## src/rtl/fc_layer_scheduler_pkg.sv

```systemverilog
// Shared types and constants for the fully-connected layer scheduler and its MAC.
package fc_layer_scheduler_pkg;

  typedef enum logic [1:0] {
    S_FILL  = 2'd0,
    S_ISSUE = 2'd1,
    S_WAIT  = 2'd2,
    S_EMIT  = 2'd3
  } state_e;

  localparam int FC_IN_NUM = 75;
  localparam int ACC_BITS  = 24;
  localparam int OUT_LSB   = 7;
  localparam int ROM_LAT   = 1;
  localparam int LANE_BITS = 12;
  localparam int ADDR_BITS = 10;
  localparam int K_BITS    = 7;

endpackage

```

## src/rtl/fc_layer_scheduler_mac.sv

```systemverilog
// Registered signed multiply-accumulate: load starts a new sum from the bias,
// accumulate adds the next product; the accumulator wraps at ACC_BITS.
module fc_mac_unit
  import fc_layer_scheduler_pkg::*;
#(
  parameter int DATA_BITS = 8
) (
  input  logic                        clk,
  input  logic                        rst_n,
  input  logic                        en_i,
  input  logic                        load_i,
  input  logic signed [DATA_BITS-1:0] w_i,
  input  logic signed [DATA_BITS-1:0] b_i,
  input  logic signed [LANE_BITS-1:0] x_i,
  output logic        [LANE_BITS-1:0] res_next_o
);

  logic signed [ACC_BITS-1:0] w_ext, x_ext, b_ext, prod;
  logic signed [ACC_BITS-1:0] acc_d, acc_q;

  // Next accumulator value; the result slice is taken from it so the caller
  // can register the finished sum in the same cycle the last product lands.
  always_comb begin
    w_ext = {{(ACC_BITS-DATA_BITS){w_i[DATA_BITS-1]}}, w_i};
    b_ext = {{(ACC_BITS-DATA_BITS){b_i[DATA_BITS-1]}}, b_i};
    x_ext = {{(ACC_BITS-LANE_BITS){x_i[LANE_BITS-1]}}, x_i};
    prod  = w_ext * x_ext;
    if (!en_i) begin
      acc_d = acc_q;
    end else if (load_i) begin
      acc_d = b_ext + prod;
    end else begin
      acc_d = acc_q + prod;
    end
    res_next_o = acc_d[OUT_LSB+LANE_BITS-1:OUT_LSB];
  end

  // Accumulator register.
  always_ff @(posedge clk or negedge rst_n) begin
    if (!rst_n) begin
      acc_q <= '0;
    end else begin
      acc_q <= acc_d;
    end
  end

endmodule

```

## src/rtl/fc_layer_scheduler.sv

```systemverilog
// Buffers one 75-element frame, then streams weights from ROM through a MAC to
// produce OUTPUT_NUM class scores with a ready/valid result handshake.
module fc_layer_scheduler
  import fc_layer_scheduler_pkg::*;
#(
  parameter int IN_WIDTH   = 25,
  parameter int OUTPUT_NUM = 10,
  parameter int DATA_BITS  = 8
) (
  input  logic                        clk,
  input  logic                        rst_n,
  input  logic                        valid_in,
  output logic                        in_ready,
  input  logic signed [11:0]          data_in_1,
  input  logic signed [11:0]          data_in_2,
  input  logic signed [11:0]          data_in_3,
  output logic        [9:0]           w_addr,
  input  logic signed [DATA_BITS-1:0] w_data,
  output logic        [3:0]           b_addr,
  input  logic signed [DATA_BITS-1:0] b_data,
  output logic        [11:0]          data_out,
  output logic        [3:0]           class_idx,
  output logic                        valid_out,
  input  logic                        out_ready,
  output logic                        frame_done
);

  localparam int BEAT_BITS = $clog2(IN_WIDTH);

  state_e                 state_q, state_d;
  logic [BEAT_BITS-1:0]   beat_q, beat_d;
  logic [K_BITS-1:0]      k_q, k_d;
  logic [3:0]             out_idx_q, out_idx_d;
  logic [1:0]             wait_q, wait_d;
  logic                   mac_en_q, mac_en_d, mac_load_q, mac_load_d;
  logic signed [LANE_BITS-1:0] mac_x_q, mac_x_d;
  logic                   in_ready_q, in_ready_d, valid_out_q, valid_out_d;
  logic                   frame_done_q, frame_done_d;
  logic [11:0]            data_out_q, data_out_d;
  logic [3:0]             class_idx_q, class_idx_d, b_addr_q, b_addr_d;
  logic [ADDR_BITS-1:0]   w_addr_q, w_addr_d;
  logic [LANE_BITS-1:0]   res_next_s;
  logic [K_BITS-1:0]      buf_idx_s;
  logic                   fill_we_s;
  logic signed [LANE_BITS-1:0] buffer_q [0:FC_IN_NUM-1];

  assign buf_idx_s = K_BITS'(beat_q);
  assign fill_we_s = (state_q == S_FILL) && valid_in;

  // Frame buffer: lane n of beat b lands at n*IN_WIDTH + b; contents need no reset.
  always_ff @(posedge clk) begin
    if (fill_we_s) begin
      buffer_q[buf_idx_s]                      <= data_in_1;
      buffer_q[buf_idx_s + K_BITS'(IN_WIDTH)]  <= data_in_2;
      buffer_q[buf_idx_s + K_BITS'(2*IN_WIDTH)] <= data_in_3;
    end
  end

  // Scheduler next-state: the MAC operands are delayed one cycle to meet the ROM data.
  always_comb begin
    state_d      = state_q;
    beat_d       = beat_q;
    k_d          = k_q;
    out_idx_d    = out_idx_q;
    wait_d       = wait_q;
    mac_en_d     = 1'b0;
    mac_load_d   = 1'b0;
    mac_x_d      = mac_x_q;
    valid_out_d  = valid_out_q;
    frame_done_d = 1'b0;
    data_out_d   = data_out_q;
    class_idx_d  = class_idx_q;
    case (state_q)
      S_FILL: begin
        if (valid_in && (beat_q == BEAT_BITS'(IN_WIDTH-1))) begin
          beat_d    = '0;
          k_d       = '0;
          out_idx_d = 4'd0;
          state_d   = S_ISSUE;
        end else if (valid_in) begin
          beat_d = beat_q + BEAT_BITS'(1);
        end else begin
          beat_d = beat_q;
        end
      end
      S_ISSUE: begin
        mac_en_d   = 1'b1;
        mac_load_d = (k_q == K_BITS'(0));
        mac_x_d    = buffer_q[k_q];
        if (k_q == K_BITS'(FC_IN_NUM-1)) begin
          k_d     = '0;
          wait_d  = 2'd0;
          state_d = S_WAIT;
        end else begin
          k_d = k_q + K_BITS'(1);
        end
      end
      S_WAIT: begin
        if (wait_q == 2'(ROM_LAT-1)) begin
          state_d     = S_EMIT;
          valid_out_d = 1'b1;
          data_out_d  = res_next_s;
          class_idx_d = out_idx_q;
        end else begin
          wait_d = wait_q + 2'd1;
        end
      end
      S_EMIT: begin
        if (out_ready && (out_idx_q == 4'(OUTPUT_NUM-1))) begin
          valid_out_d  = 1'b0;
          frame_done_d = 1'b1;
          out_idx_d    = 4'd0;
          k_d          = '0;
          beat_d       = '0;
          state_d      = S_FILL;
        end else if (out_ready) begin
          valid_out_d = 1'b0;
          out_idx_d   = out_idx_q + 4'd1;
          k_d         = '0;
          state_d     = S_ISSUE;
        end else begin
          valid_out_d = 1'b1;
        end
      end
      default: state_d = S_FILL;
    endcase
    in_ready_d = (state_d == S_FILL);
    if (state_d == S_ISSUE) begin
      w_addr_d = ADDR_BITS'(out_idx_d) * ADDR_BITS'(FC_IN_NUM) + ADDR_BITS'(k_d);
    end else begin
      w_addr_d = w_addr_q;
    end
    if ((state_d == S_ISSUE) && (k_d == K_BITS'(0))) begin
      b_addr_d = out_idx_d;
    end else begin
      b_addr_d = b_addr_q;
    end
  end

  // State, counters and registered outputs.
  always_ff @(posedge clk or negedge rst_n) begin
    if (!rst_n) begin
      state_q      <= S_FILL;
      beat_q       <= '0;
      k_q          <= '0;
      out_idx_q    <= 4'd0;
      wait_q       <= 2'd0;
      mac_en_q     <= 1'b0;
      mac_load_q   <= 1'b0;
      mac_x_q      <= '0;
      in_ready_q   <= 1'b1;
      valid_out_q  <= 1'b0;
      frame_done_q <= 1'b0;
      data_out_q   <= 12'd0;
      class_idx_q  <= 4'd0;
      w_addr_q     <= '0;
      b_addr_q     <= 4'd0;
    end else begin
      state_q      <= state_d;
      beat_q       <= beat_d;
      k_q          <= k_d;
      out_idx_q    <= out_idx_d;
      wait_q       <= wait_d;
      mac_en_q     <= mac_en_d;
      mac_load_q   <= mac_load_d;
      mac_x_q      <= mac_x_d;
      in_ready_q   <= in_ready_d;
      valid_out_q  <= valid_out_d;
      frame_done_q <= frame_done_d;
      data_out_q   <= data_out_d;
      class_idx_q  <= class_idx_d;
      w_addr_q     <= w_addr_d;
      b_addr_q     <= b_addr_d;
    end
  end

  fc_mac_unit #(.DATA_BITS(DATA_BITS)) u_mac (
    .clk        (clk),
    .rst_n      (rst_n),
    .en_i       (mac_en_q),
    .load_i     (mac_load_q),
    .w_i        (w_data),
    .b_i        (b_data),
    .x_i        (mac_x_q),
    .res_next_o (res_next_s)
  );

  assign in_ready   = in_ready_q;
  assign valid_out  = valid_out_q;
  assign frame_done = frame_done_q;
  assign data_out   = data_out_q;
  assign class_idx  = class_idx_q;
  assign w_addr     = w_addr_q;
  assign b_addr     = b_addr_q;

endmodule

```

## config.mk

```make
export PLATFORM = sky130hd
export DESIGN_NAME = fc_layer_scheduler
export DESIGN_NICKNAME = d
export VERILOG_FILES = /design/src/rtl/fc_layer_scheduler_pkg.sv /design/src/rtl/fc_layer_scheduler_mac.sv /design/src/rtl/fc_layer_scheduler.sv
export SDC_FILE = /design/constraint.sdc
export NUM_CORES = 2
export LEC_CHECK = 0
export ABC_AREA = 1
export CAP_MARGIN = 20
export CORE_ASPECT_RATIO = 1.75
export CORE_UTILIZATION = 35
export CTS_BUF_LIST = sky130_fd_sc_hd__clkbuf_16
export CTS_CLUSTER_SIZE = 20
export DETAILED_ROUTE_END_ITERATION = 7
export GPL_TIMING_DRIVEN = 0
export HOLD_SLACK_MARGIN = 0.06
export PLACE_DENSITY = 0.62
export SYNTH_ARGS = -nofsm -noshare
export SYNTH_HDL_FRONTEND = slang
export SYNTH_HIERARCHICAL = 1
export SYNTH_SLANG_ARGS = --single-unit
```

## constraint.sdc

```tcl
create_clock -name clk -period 10.8 [get_ports clk]
set_clock_uncertainty 0.1 [all_clocks]
set_input_delay 2.16 -clock clk [delete_from_list [all_inputs] [get_ports clk]]
set_output_delay 2.16 -clock clk [all_outputs]
set_load 0.02 [all_outputs]
```

==> impl_metrics.toml <==
[routing]
via_per_inst = 5.21
drc = 0
ant_nets = 0
wl_per_cell_um = 26.9
first_pass_iters = 6
vias = 44400
routed_wl_um = 230000
drt_iter0_markers = 4357

[timing]
holdWs_ps = 383
fmax_ghz = 0.116
max_slew_margin = 0.147
worst_slack_ps = 2170
rsz0062_at_grt = "no"
finalMaxSlewViolations = 0
tns_ps = 0
hold_viol = 0
worstMarginPinSlew_ps = 1280
post-route-min-period_ps = 8630
finalSetupViolations = 0
period_share = 0.799

[cts]
cts-root-buf = "clkbuf_16"
hold_buffers = 0
cts.sinks = 986
worstSkewPairLatency_ps = 750
cts_htree_levels = 3
clockBufferDepth = 3
clkSlewWorstSetupHoldPaths_ps = 60
cts.repair.resized = 0
cts_tree = "yes"
numCtsBuffers = 96
post_cts_buffers = 0

[synth]
ys.flop_type = "edfxtp_1"
yosysTopAreaCell = "edfxtp_1"
ys_seq_elements = 986
syn_avg_cell_area_um2 = 8.65
synth-edff-count = 900
yosysSeqAreaShare = 0.545
synth_warnings = 6
synth.lib_cells_used.distinct = 57
synth_nets = 6439
synth_area_leaders = "edfxtp_1, nand2_1, inv_1"
synth_top_area_share = 0.504
synth.cell_area_um2 = 53600
postSynth.asyncResetShare = 0.0872
syn_inst = 6195

[cells_and_area]
instances_no_fill = 8524
areaGrowthSynthToFinish_pct = 13.6
nNetsFinal = 6673
drive_gt1_frac = 0.0762

[min_path]
min_from = "data_out[2]"
hold_path.class = "flip-flop to flip-flop"

[grt]
antenna_found_initial = 10
grt_pass1_wl_um = 318000
grt_pass1_vias = 43700
overflow = 0
grt_usage = 0.295
grt_max_degree = 58

[worst_setup_path]
critical-path-top-delay-family = "adder cells"
worstReg2RegStart = "mac_x_q[5]"
endpoint_kind = "flip-flop"
worst-path-buf-inv = 8
cp_data_arrival_time_ps = 9210
crit_path_frequent_cell = "nand2_1"
cp.required_ps = 11380
cp-start-kind = "input port"
crit_slowest_cell = "xor2_1"
setup.worst_path.start = "w_data[7]"
cpPeakStageDelay_ps = 690
crit_type = "input port to flip-flop"
worst-path-max-fanout = 10

[floorplanning]
die-width_um = 298
rows = 189
die_h_um = 520
pin_count = 89
start_util = 0.353
core_um2 = 152000
die_area_um2 = 155000

[power_and_ir_drop]
power_density_nw_per_um2 = 166
p_leak_nw = 25.3
power.total_mw = 10.1
peakVddDrop_mv = 0.147

[placement]
hpwl_um = 176000
portBuffers = 76
place_congestion = 1.04
dpl.cell_count = 8328
dp_slack_ps = 1440

[run]
cap_violations = 0

[run_status]
status = "finished clean"
[kinds of logic (layout without fill, tap and decap cells)]
| group | Yosys count | in the layout | share of synthesized area |
|---|---|---|---|
| AND/OR/NAND/NOR | 2634 | 2634 | 0.201 |
| buffers and inverters | 1557 | 1871 | 0.115 |
| flip-flops | 986 | 986 | 0.545 |
| AO/OA/AOI/OAI | 800 | 800 | 0.0787 |
| adder cells (fa/ha/maj) | 188 | 188 | 0.0557 |
| XOR/XNOR | 30 | 30 | 0.00504 |
| other | 0 | 10 | 0 |
[layout make-up]
class                      instances  area, um^2
clock buffer                      96        2400
tap                             2005        2510
antenna                           10        25.0
inverter                         734        2760
buffer                           823        3390
sequential                       986       29200
fill                           15400       91000
multi-input combinational       3652       18400
timing repair buffer             136        1490
clock inverter                    82         713
[stage by stage]
step / utilization / area, um^2
floorplan: - / 53600
CTS: 0.400 / 60700
global route: 0.401 / 60800
global placement: 0.374 / 56800
detailed placement: 0.379 / 57600
finish: 0.401 / 60800
[sequential cells by signal (all words and copies together), names as in the netlist]
signal / count
in_ready: 1
wait_q: 2
mac_load_q: 1
data_out: 12
valid_out: 1
class_idx: 4
b_addr: 4
beat_q: 5
k_q: 7
mac_x_q: 12
out_idx_q: 4
state_q: 2
u_mac/acc_q: 19
frame_done: 1
w_addr: 10
mac_en_q: 1
buffer_q: 900
[power by group]
group          internal [mW]  leakage [nW]  total [mW]  switching (mW)
sequential              4.21          9.09        4.24          0.0255
combinational          0.802          14.6        2.40            1.60
clock                   1.83          1.59        3.44            1.61
total                   6.84          25.3        10.1            3.24
[synthesized netlist by cell type, types with 4 or more instances]
cell type / count
a21o_1: 5
a21oi_1: 90
a31oi_1: 14
buf_1: 16
buf_2: 129
buf_4: 23
buf_6: 6
clkbuf_1: 644
clkbuf_2: 4
dfrtp_1: 85
edfxtp_1: 900
fa_1: 84
ha_1: 104
inv_1: 704
inv_2: 28
nand2_1: 1659
nand2_2: 13
nand2_4: 8
nand3_1: 348
nand3_2: 12
nand3b_1: 8
nand4_1: 28
nor2_1: 511
nor2_2: 14
nor2_4: 10
nor3_1: 11
o211ai_1: 14
o21ai_0: 449
o21ai_1: 157
o21bai_1: 7
o22ai_1: 44
o31ai_1: 4
or2_2: 4
xnor2_1: 12
xor2_1: 17
[placed cells by master (no fill, tap or decap), types with 10 or more instances in the layout]
cell	instances
a21oi_1	90
a31oi_1	14
buf_1	16
buf_2	129
buf_4	45
buf_6	19
buf_8	22
clkbuf_1	643
clkbuf_16	96
clkdlybuf4s50_1	75
clkinv_1	24
clkinv_2	13
dfrtp_1	85
diode_2	10
edfxtp_1	900
fa_1	84
ha_1	104
inv_1	726
inv_2	28
nand2_1	1659
nand2_2	13
nand3_1	348
nand3_2	12
nand4_1	28
nor2_1	488
nor2_2	37
nor2_4	10
nor3_1	11
o211ai_1	14
o21ai_0	438
o21ai_1	165
o22ai_1	38
xnor2_1	12
xor2_1	17
[tightest hold or removal path, delay by kind of cell, from the launching register on]
family	cells	cell delay (ps)
simple gates	2	100
flops	1	350
[per-layer routing]
metal  GRT usage  vias to the layer above  share of wire
met1       0.278                    21300           0.31
met2       0.520                     2207           0.50
li1            -                    20000              -
met3      0.0608                      861          0.074
met4       0.297                        4           0.12
met5           0                        -        0.00011
[path summary, 6_finish.rpt]
path	endpoint	slack [ps]	cells past startpoint
setup / recovery	data_out[11]	2170	34
max in group asynchronous	in_ready	8640	2
min in group asynchronous	mac_x_q[2]	1280	1
hold / removal	data_out[2]	380	2
setup reg to reg	data_out[11]	3880	33
hold reg to reg	data_out[2]	380	2
(Power assumes the default switching activity.)
